$ cat config.mk
export PLATFORM = sky130hd
export DESIGN_NAME = bmi_class_scheduler
export DESIGN_NICKNAME = d
export VERILOG_FILES = /design/src/rtl/bmi_class_scheduler_pkg.sv /design/src/rtl/bmi_class_scheduler_rr_pick.sv /design/src/rtl/comparator.sv /design/src/rtl/bmi_class_scheduler.sv
export SDC_FILE = /design/constraint.sdc
export NUM_CORES = 1
export LEC_CHECK = 0
export BUFFER_PORTS_ARGS = -buffer_cell sky130_fd_sc_hd__buf_2
export CORE_MARGIN = 3
export CORE_UTILIZATION = 44
export DETAILED_ROUTE_END_ITERATION = 12
export PLACE_DENSITY = 0.7
export SLEW_MARGIN = 0
export SYNTH_ARGS = -nofsm -noshare
export SYNTH_HDL_FRONTEND = slang
export SYNTH_HIERARCHICAL = 1
export SYNTH_SLANG_ARGS = --single-unit
$ cat constraint.sdc
create_clock -name clk -period 2.4 [get_ports clk]
set_input_delay 0.48 -clock clk [delete_from_list [all_inputs] [get_ports clk]]
set_output_delay 0.48 -clock clk [all_outputs]
set_load 0.02 [all_outputs]
$ cat src/rtl/bmi_class_scheduler_pkg.sv
// Shared types and constants for the BMI class scheduler.
// State encoding, class bit positions and the BMI class thresholds.
package bmi_class_scheduler_pkg;

  typedef enum logic [1:0] {
    ST_IDLE = 2'd0,
    ST_EVAL = 2'd1,
    ST_RESP = 2'd2
  } state_t;

  localparam int CLS_OVER  = 2;
  localparam int CLS_NORM  = 1;
  localparam int CLS_UNDER = 0;

  // Classification itself lives in comparator; these mirror its boundaries.
  localparam logic [7:0] BMI_UNDER_MAX = 8'd18;
  localparam logic [7:0] BMI_OVER_MIN  = 8'd25;

endpackage

$ cat src/rtl/bmi_class_scheduler_rr_pick.sv
// Round-robin selector: first set request bit at or above ptr, wrapping.
// Combinational, zero latency; any=0 when no request is pending.
module bmi_class_scheduler_rr_pick #(
  parameter int N_REQ = 4,
  parameter int PTR_W = 2
) (
  input  logic [N_REQ-1:0] req,
  input  logic [PTR_W-1:0] ptr,
  output logic [PTR_W-1:0] winner,
  output logic             any
);

  int idx;

  always_comb begin
    winner = '0;
    any    = 1'b0;
    idx    = 0;
    for (int off = 0; off < N_REQ; off++) begin
      idx = int'(ptr) + off;
      if (idx >= N_REQ) begin
        idx = idx - N_REQ;
      end
      if (!any && req[idx]) begin
        any    = 1'b1;
        winner = PTR_W'(idx);
      end
    end
  end

endmodule

$ cat src/rtl/comparator.sv
// BMI category comparator: splits an 8-bit BMI value into under/normal/over.
// Purely combinational, zero latency, no flow control.
module comparator (
  input  logic [7:0] category,
  output logic       overweight,
  output logic       normal,
  output logic       underweight
);

  always_comb begin
    underweight = (category <= 8'd18);
    overweight  = (category >= 8'd25);
    normal      = !underweight && !overweight;
  end

endmodule

$ cat src/rtl/bmi_class_scheduler.sv
// Shares one BMI comparator among N_REQ stations; round-robin grant, 3-cycle transaction.
// req sampled at edge k -> one-cycle ack between edges k+1 and k+2; stations hold req until acked.
module bmi_class_scheduler
  import bmi_class_scheduler_pkg::*;
#(
  parameter int N_REQ = 4,
  parameter int CNT_W = 8
) (
  input  logic               clk,
  input  logic               rst_n,
  input  logic [N_REQ-1:0]   req,
  input  logic [8*N_REQ-1:0] bmi_in,
  input  logic               clear_stats,
  output logic [N_REQ-1:0]   ack,
  output logic [2:0]         class_out,
  output logic               busy,
  output logic [CNT_W-1:0]   cnt_over,
  output logic [CNT_W-1:0]   cnt_norm,
  output logic [CNT_W-1:0]   cnt_under
);

  localparam int PTR_W = (N_REQ > 1) ? $clog2(N_REQ) : 1;

  state_t             state_q, state_d;
  logic [PTR_W-1:0]   ptr_q, ptr_d;
  logic [PTR_W-1:0]   owner_q, owner_d;
  logic [7:0]         op_q, op_d;
  logic [N_REQ-1:0]   ack_q, ack_d;
  logic [2:0]         class_q, class_d;
  logic               busy_q, busy_d;
  logic [CNT_W-1:0]   cnt_over_q, cnt_over_d;
  logic [CNT_W-1:0]   cnt_norm_q, cnt_norm_d;
  logic [CNT_W-1:0]   cnt_under_q, cnt_under_d;

  logic [PTR_W-1:0]   winner;
  logic               any_req;
  logic               cmp_over, cmp_norm, cmp_under;

  bmi_class_scheduler_rr_pick #(
    .N_REQ (N_REQ),
    .PTR_W (PTR_W)
  ) u_rr_pick (
    .req    (req),
    .ptr    (ptr_q),
    .winner (winner),
    .any    (any_req)
  );

  comparator u_comparator (
    .category    (op_q),
    .overweight  (cmp_over),
    .normal      (cmp_norm),
    .underweight (cmp_under)
  );

  always_comb begin
    state_d     = state_q;
    ptr_d       = ptr_q;
    owner_d     = owner_q;
    op_d        = op_q;
    ack_d       = ack_q;
    class_d     = class_q;
    busy_d      = busy_q;
    cnt_over_d  = cnt_over_q;
    cnt_norm_d  = cnt_norm_q;
    cnt_under_d = cnt_under_q;

    case (state_q)
      ST_IDLE: begin
        if (any_req) begin
          op_d    = bmi_in[8*int'(winner) +: 8];
          owner_d = winner;
          busy_d  = 1'b1;
          state_d = ST_EVAL;
        end
      end
      ST_EVAL: begin
        class_d         = {cmp_over, cmp_norm, cmp_under};
        ack_d           = '0;
        ack_d[owner_q]  = 1'b1;
        state_d         = ST_RESP;
      end
      ST_RESP: begin
        ack_d   = '0;
        busy_d  = 1'b0;
        ptr_d   = (owner_q == PTR_W'(N_REQ - 1)) ? '0 : owner_q + 1'b1;
        state_d = ST_IDLE;
        // Counters saturate rather than wrap so a long run never reads as a small count.
        if (class_q[CLS_OVER] && (cnt_over_q != '1)) begin
          cnt_over_d = cnt_over_q + 1'b1;
        end
        if (class_q[CLS_NORM] && (cnt_norm_q != '1)) begin
          cnt_norm_d = cnt_norm_q + 1'b1;
        end
        if (class_q[CLS_UNDER] && (cnt_under_q != '1)) begin
          cnt_under_d = cnt_under_q + 1'b1;
        end
      end
      default: begin
        ack_d   = '0;
        busy_d  = 1'b0;
        state_d = ST_IDLE;
      end
    endcase

    if (clear_stats) begin
      cnt_over_d  = '0;
      cnt_norm_d  = '0;
      cnt_under_d = '0;
    end
  end

  always_ff @(posedge clk or negedge rst_n) begin
    if (!rst_n) begin
      state_q     <= ST_IDLE;
      ptr_q       <= '0;
      owner_q     <= '0;
      op_q        <= '0;
      ack_q       <= '0;
      class_q     <= '0;
      busy_q      <= 1'b0;
      cnt_over_q  <= '0;
      cnt_norm_q  <= '0;
      cnt_under_q <= '0;
    end else begin
      state_q     <= state_d;
      ptr_q       <= ptr_d;
      owner_q     <= owner_d;
      op_q        <= op_d;
      ack_q       <= ack_d;
      class_q     <= class_d;
      busy_q      <= busy_d;
      cnt_over_q  <= cnt_over_d;
      cnt_norm_q  <= cnt_norm_d;
      cnt_under_q <= cnt_under_d;
    end
  end

  assign ack       = ack_q;
  assign class_out = class_q;
  assign busy      = busy_q;
  assign cnt_over  = cnt_over_q;
  assign cnt_norm  = cnt_norm_q;
  assign cnt_under = cnt_under_q;

endmodule

==> Yosys cells after proc, flatten, opt, wreduce, memory -nomap -nowiden <==
Cells that the tools add are included.
{ "word_totals": {"register_bits": 46, "in_bits": 39} }
{ "op_classes": {"shifts": 1, "magnitude_cmp": 12, "n_reduce_logical": 23, "eq_ne": 7, "n_addsub": 11, "n_bitwise": 1, "muxes": 41} }
{ "ops": {"columns": ["op", "count"], "rows": [
  ["< comparator 32 x 4 -> 1 bit, second input constant", 4],
  ["two-way mux 32 bit", 4],
  [">= comparator 32 x 4 -> 1 bit, second input constant", 3],
  ["subtractor 32 x 4 -> 32 bit, second input constant", 3],
  ["two-way mux 8 bit", 9],
  ["variable part select 32 x 6 -> 8 bit", 1],
  ["adder 8 x 1 -> 8 bit, second input constant", 3],
  ["!= test 8 bit, second input constant", 3],
  ["two-way mux 1 bit", 14],
  ["two-way mux 2 bit", 6],
  ["AND reduction 2 bit", 5],
  ["binary-select mux 1 bit (select 2 bit)", 4],
  [">= comparator 8 x 5 -> 1 bit, second input constant", 1],
  ["less-or-equal comparator 8 x 5 -> 1 bit, second input constant", 1],
  ["logical AND 1 bit", 8],
  ["case mux 4 bit (2 select lines)", 1],
  ["nonzero test 2 bit", 4],
  ["adder 2 x 2 -> 3 bit, second input constant", 2],
  ["zero test 1 bit", 5],
  ["== test 2 bit, second input constant", 2],
  ["case mux 2 bit (2 select lines)", 1],
  ["subtractor 2 x 3 -> 4 bit, second input constant", 1],
  ["adder 2 x 1 -> 3 bit, second input constant", 1],
  [">= comparator 2 x 3 -> 1 bit, second input constant", 1],
  ["9 further kinds", 9]
]} }

==> Longest topological paths before layout <==
{ "depth": {"ltp_word": 17, "mapped_depth": 7} }

==> Cells and area by module <==
Netlist, hierarchy kept.
{ "by_module_without_submodules": {"columns": ["module", "instances", "seq_area_each_um2", "area_per_inst_um2", "cells_each"], "rows": [
  ["bmi_class_scheduler", 1, 1151.1, 2353.5, 203],
  ["bmi_class_scheduler_rr_pick", 1, 0.0, 77.6, 15],
  ["comparator", 1, 0.0, 50.0, 7]
]} }

==> Worst setup path before layout <==
No wires, ideal clock.
{ "synth_timing": {"kind": "in2reg", "startpoint": "input req[1]", "endpoint": "register op_q[0]", "stages": 6, "setup_slack_ns": 0.284, "t_required_ns": 2.275, "arrival_ns": 1.991, "n_path_buf": 1, "cell_sequence": "inv_1 > a221o_1 > a21oi_1 > buf_2 > mux4_2 > mux2_2"} }
{ "synth_between": {"elab_chain_cells": 14, "elab_cells_between_ends": 28} }
{ "synth_lines": {"columns": ["element", "line", "source"], "rows": [
  ["start, declared", "bmi_class_scheduler.sv:11", "input logic [N_REQ-1:0] req,"],
  ["binary-select mux 1 bit (select 2 bit)", "bmi_class_scheduler_rr_pick.sv:24", "if (!any && req[idx]) begin"],
  ["two-way mux 1 bit (implied by the code) (2 in series)", "bmi_class_scheduler_rr_pick.sv:24", null],
  ["two-way mux 1 bit", "bmi_class_scheduler_rr_pick.sv:24", null],
  ["zero test 1 bit", "bmi_class_scheduler_rr_pick.sv:24", null],
  ["logical AND 1 bit", "bmi_class_scheduler_rr_pick.sv:24", null],
  ["two-way mux 1 bit", "bmi_class_scheduler_rr_pick.sv:24", null],
  ["zero test 1 bit", "bmi_class_scheduler_rr_pick.sv:24", null],
  ["logical AND 1 bit", "bmi_class_scheduler_rr_pick.sv:24", null],
  ["two-way mux 1 bit", "bmi_class_scheduler_rr_pick.sv:24", null],
  ["zero test 1 bit", "bmi_class_scheduler_rr_pick.sv:24", null],
  ["logical AND 1 bit", "bmi_class_scheduler_rr_pick.sv:24", null],
  ["two-way mux 2 bit *", "bmi_class_scheduler_rr_pick.sv:24", null],
  ["named net winner[0]", "bmi_class_scheduler.sv:35", "logic [PTR_W-1:0] winner;"],
  ["variable part select 32 x 6 -> 8 bit *", "bmi_class_scheduler.sv:71", "op_d = bmi_in[8*int'(winner) +: 8];"],
  ["end signal, assigned", "bmi_class_scheduler.sv:129", "op_q <= op_d;"],
  ["end, declared", "bmi_class_scheduler.sv:27", "logic [7:0] op_q, op_d;"]
]} }
The timed path passes the listed nets; every way through them passes the cells marked *. The select of a mux whose other input is x is not followed.
A chain may end at the register's enable or synchronous reset.

==> Worst setup path in the final report <==
{ "layout_timing": {"startpoint": "register ptr_q[0]", "endpoint": "register op_q[7]"} }
{ "layout_between": {"elab_chain_cells": 16, "elab_cells_between_ends": 43} }
{ "layout_lines": {"columns": ["element", "line", "source"], "rows": [
  ["start, declared", "bmi_class_scheduler.sv:25", "logic [PTR_W-1:0] ptr_q, ptr_d;"],
  ["start signal, assigned", "bmi_class_scheduler.sv:127", "ptr_q <= ptr_d;"],
  ["parallel branches: the longest is 14 deep, another holds subtractor 32 x 4 -> 32 bit", null, null],
  ["two-way mux 2 bit *", "bmi_class_scheduler_rr_pick.sv:24", null],
  ["named net winner[0]", "bmi_class_scheduler.sv:35", null],
  ["variable part select 32 x 6 -> 8 bit *", "bmi_class_scheduler.sv:71", null]
]} }
Mark *: on every way through the listed nets, which the timed path passes. The select of a mux whose other input is x is not followed.

==> metrics <==
Syn Nets=271; max-cap violation count=0; core area=5270 um^2; Place WS=0.130 ns; largest net degree at the start of global routing=32; Final #Nets=341; Synth top cells by count=dfrtp_1 (46), nor2_1 (23), mux2_2 (12), a21oi_1 (11), nand2_1 (11); Leakage=1.46 nW; per-cell routed wire length=14.2 um; Critical Path Start Type=flip-flop; fin. max-slew vios=0; fraction of layout cells with a size suffix above 1=36.5%; post-synthesis sequential area ratio=46.4%; total detailed-routing wirelength=5210 um; min Tclk post-route=2.06 ns; Vias per Instance=5.42; Reg area=1150 um^2; RSZ-0062 raised after global routing=no; area growth from synthesis to layout=20.1%; Worst-Margin Slew=0.671 ns; final hold violation count=0; hold crit path type=primary input to asynchronous set/reset pin; DP Wirelength=3960 um; clock skew=0.00409 ns; FFs w/ async S/R, synth=100%; Main synth FF type=dfrtp_1; # fillers=480; Worst-Skew Late Latency=0.30 ns; CTS tree=yes; Post-synth EDFFs=0; first-pass GRT wire length=8800 um; post-route setup TNS=0 ns; TritonRoute pass-1 iters=4; Max Clk Rate=485 MHz; Rows=26; Total GRT Usage=17.4%; hold buffers post-CTS=0; Power per Cell Area=865 nW/um^2; H-Tree Depth=2; die height=81.1 um; CP arrival=2.25 ns; worst vdd ir=0.000489 V; Initial Utilization=47.1%; top-count cell post-synth=dfrtp_1; final worst path period share=85.9%; Cell Area, Synth=2480 um^2; DRC Markers=0; fin worst setup slack=0.337 ns; port bufs=70; RePlAce Congestion=0.749; top post-synthesis cells by area=dfrtp_1 (46%), mux4_2 (7.3%), mux2_2 (5.4%); Worst slew margin=55.3%; Die W=81.1 um; Post-CTS Setup Inserts=0; synth warn=6; Setup crit end kind=flip-flop; critical path peak fanout=9; status=complete, no violations; Post-Synthesis Cells=225; area occupied by multi-input gates=1230 um^2; clk buf depth=2; CP Class=flip-flop to flip-flop; leading area contributor after synthesis=dfrtp_1; via count=1,982; Inserted Diodes=0; CTS root buffer=clkbuf_8; top cell type's share of synthesized area=46.4%; GR Overflow Total=0; library cells used by synthesis=48; average cell area after synthesis=11.0 um^2; vias in the first global route=1,976; CP Data Required Time=2.59 ns; Final ANT Viol Nets=0; Resized Gates After CTS=0; full die area=6580 um^2; Iteration-0 DRC Markers=63; clk sink count=46; initial antenna violation count=0; Final setup viols=0; I/O pin total=71; Yosys reg bits=46; Clock transition at path regs=0.08 ns; CTS buffer count=5
path summary, 6_finish.rpt:
path / from / to / slack [ns] / cells after the start
worst max-delay path: ptr_q[0] / op_q[7] / 0.34 / 6
worst min-delay path: rst_n / cnt_over[7] / 0.21 / 1
worst max register to register: ptr_q[0] / op_q[7] / 0.34 / 6
worst min register to register: busy / busy / 0.49 / 1
max in group asynchronous: rst_n / cnt_norm[1] / 1.58 / 2
min in group clk: busy / busy / 0.49 / 1
area by class of cell:
class                      instances  share of cell area [%]
multi-input combinational        158                    41.3
sequential                        46                    38.6
timing repair buffer              74                    12.8
tap                               70                    2.94
clock buffer                       7                    2.90
inverter                          10                    1.26
clock inverter                     1                   0.168
per-stage QoR:
step | instances | utilization [%] | hold WS, ns | power, mW | cell area (um^2)
finish | 366 | 56.5 | 0.211 | 2.58 | 2980
global route | 366 | 56.5 | 0.258 | 2.76 | 2980
CTS | 366 | 56.5 | 0.237 | 2.61 | 2980
detailed placement | 358 | 54.8 | 0.474 | 2.12 | 2890
global placement | 358 | 54.8 | 0.463 | 2.07 | 2890
floorplan | 225 | - | 0.184 | 1.86 | 2480
metal layers:
layer | wire [um] | vias to the layer above | global-route usage, %
met2 | 2500 | 57 | 30.3
met4 | 70 | 0 | 5.57
li1 | - | 979 | -
met3 | 331 | 5 | 4.99
met1 | 2320 | 941 | 20.7
met5 | 0 | - | 0
power breakdown:
part           internal [mW]  switching [mW]
registers              0.963           0.194
clock network          0.233           0.255
logic                  0.475           0.457
cell families (layout without fill, tap and decap cells):
family | after synthesis | count (layout) | share of synthesized area, %
AOI/OAI and AO/OA | 46 | 46 | 13.1
DFF | 46 | 46 | 46.4
muxes | 28 | 28 | 15.9
and+or+nand+nor | 73 | 73 | 15.6
buffers and inverters | 21 | 92 | 3.98
xor gates and xnor gates | 4 | 4 | 1.41
adders and majority gates | 7 | 7 | 3.53
sequential cells by signal (all words and copies together), names as in the netlist:
signal and cells:
state_q 2, op_q 8, cnt_under 8, ack 4, cnt_norm 8, ptr_q 2, cnt_over 8, class_out 3
owner_q 2, busy 1
placed cells by master, fill, tap and decap left out, types with 5 or more instances in the layout:
cell,Yosys,final
mux4_2,8,8
mux2i_1,8,8
clkbuf_8,0,6
nand3_1,5,5
nand2_1,11,11
dfrtp_1,46,46
mux2_2,12,12
nor3_1,10,10
a21oi_1,11,11
buf_2,3,70
ha_1,7,7
nor2_1,23,23
inv_1,9,9
critical path: stages, from the launching register on:
cell and delay (ns):
dfrtp_1 0.42, inv_2 0.05, a221o_1 0.31, a21oi_1 0.15, buf_4 0.23, mux4_2 0.53
mux2_2 0.27
Note: power is estimated with default switching activity, not from simulation.
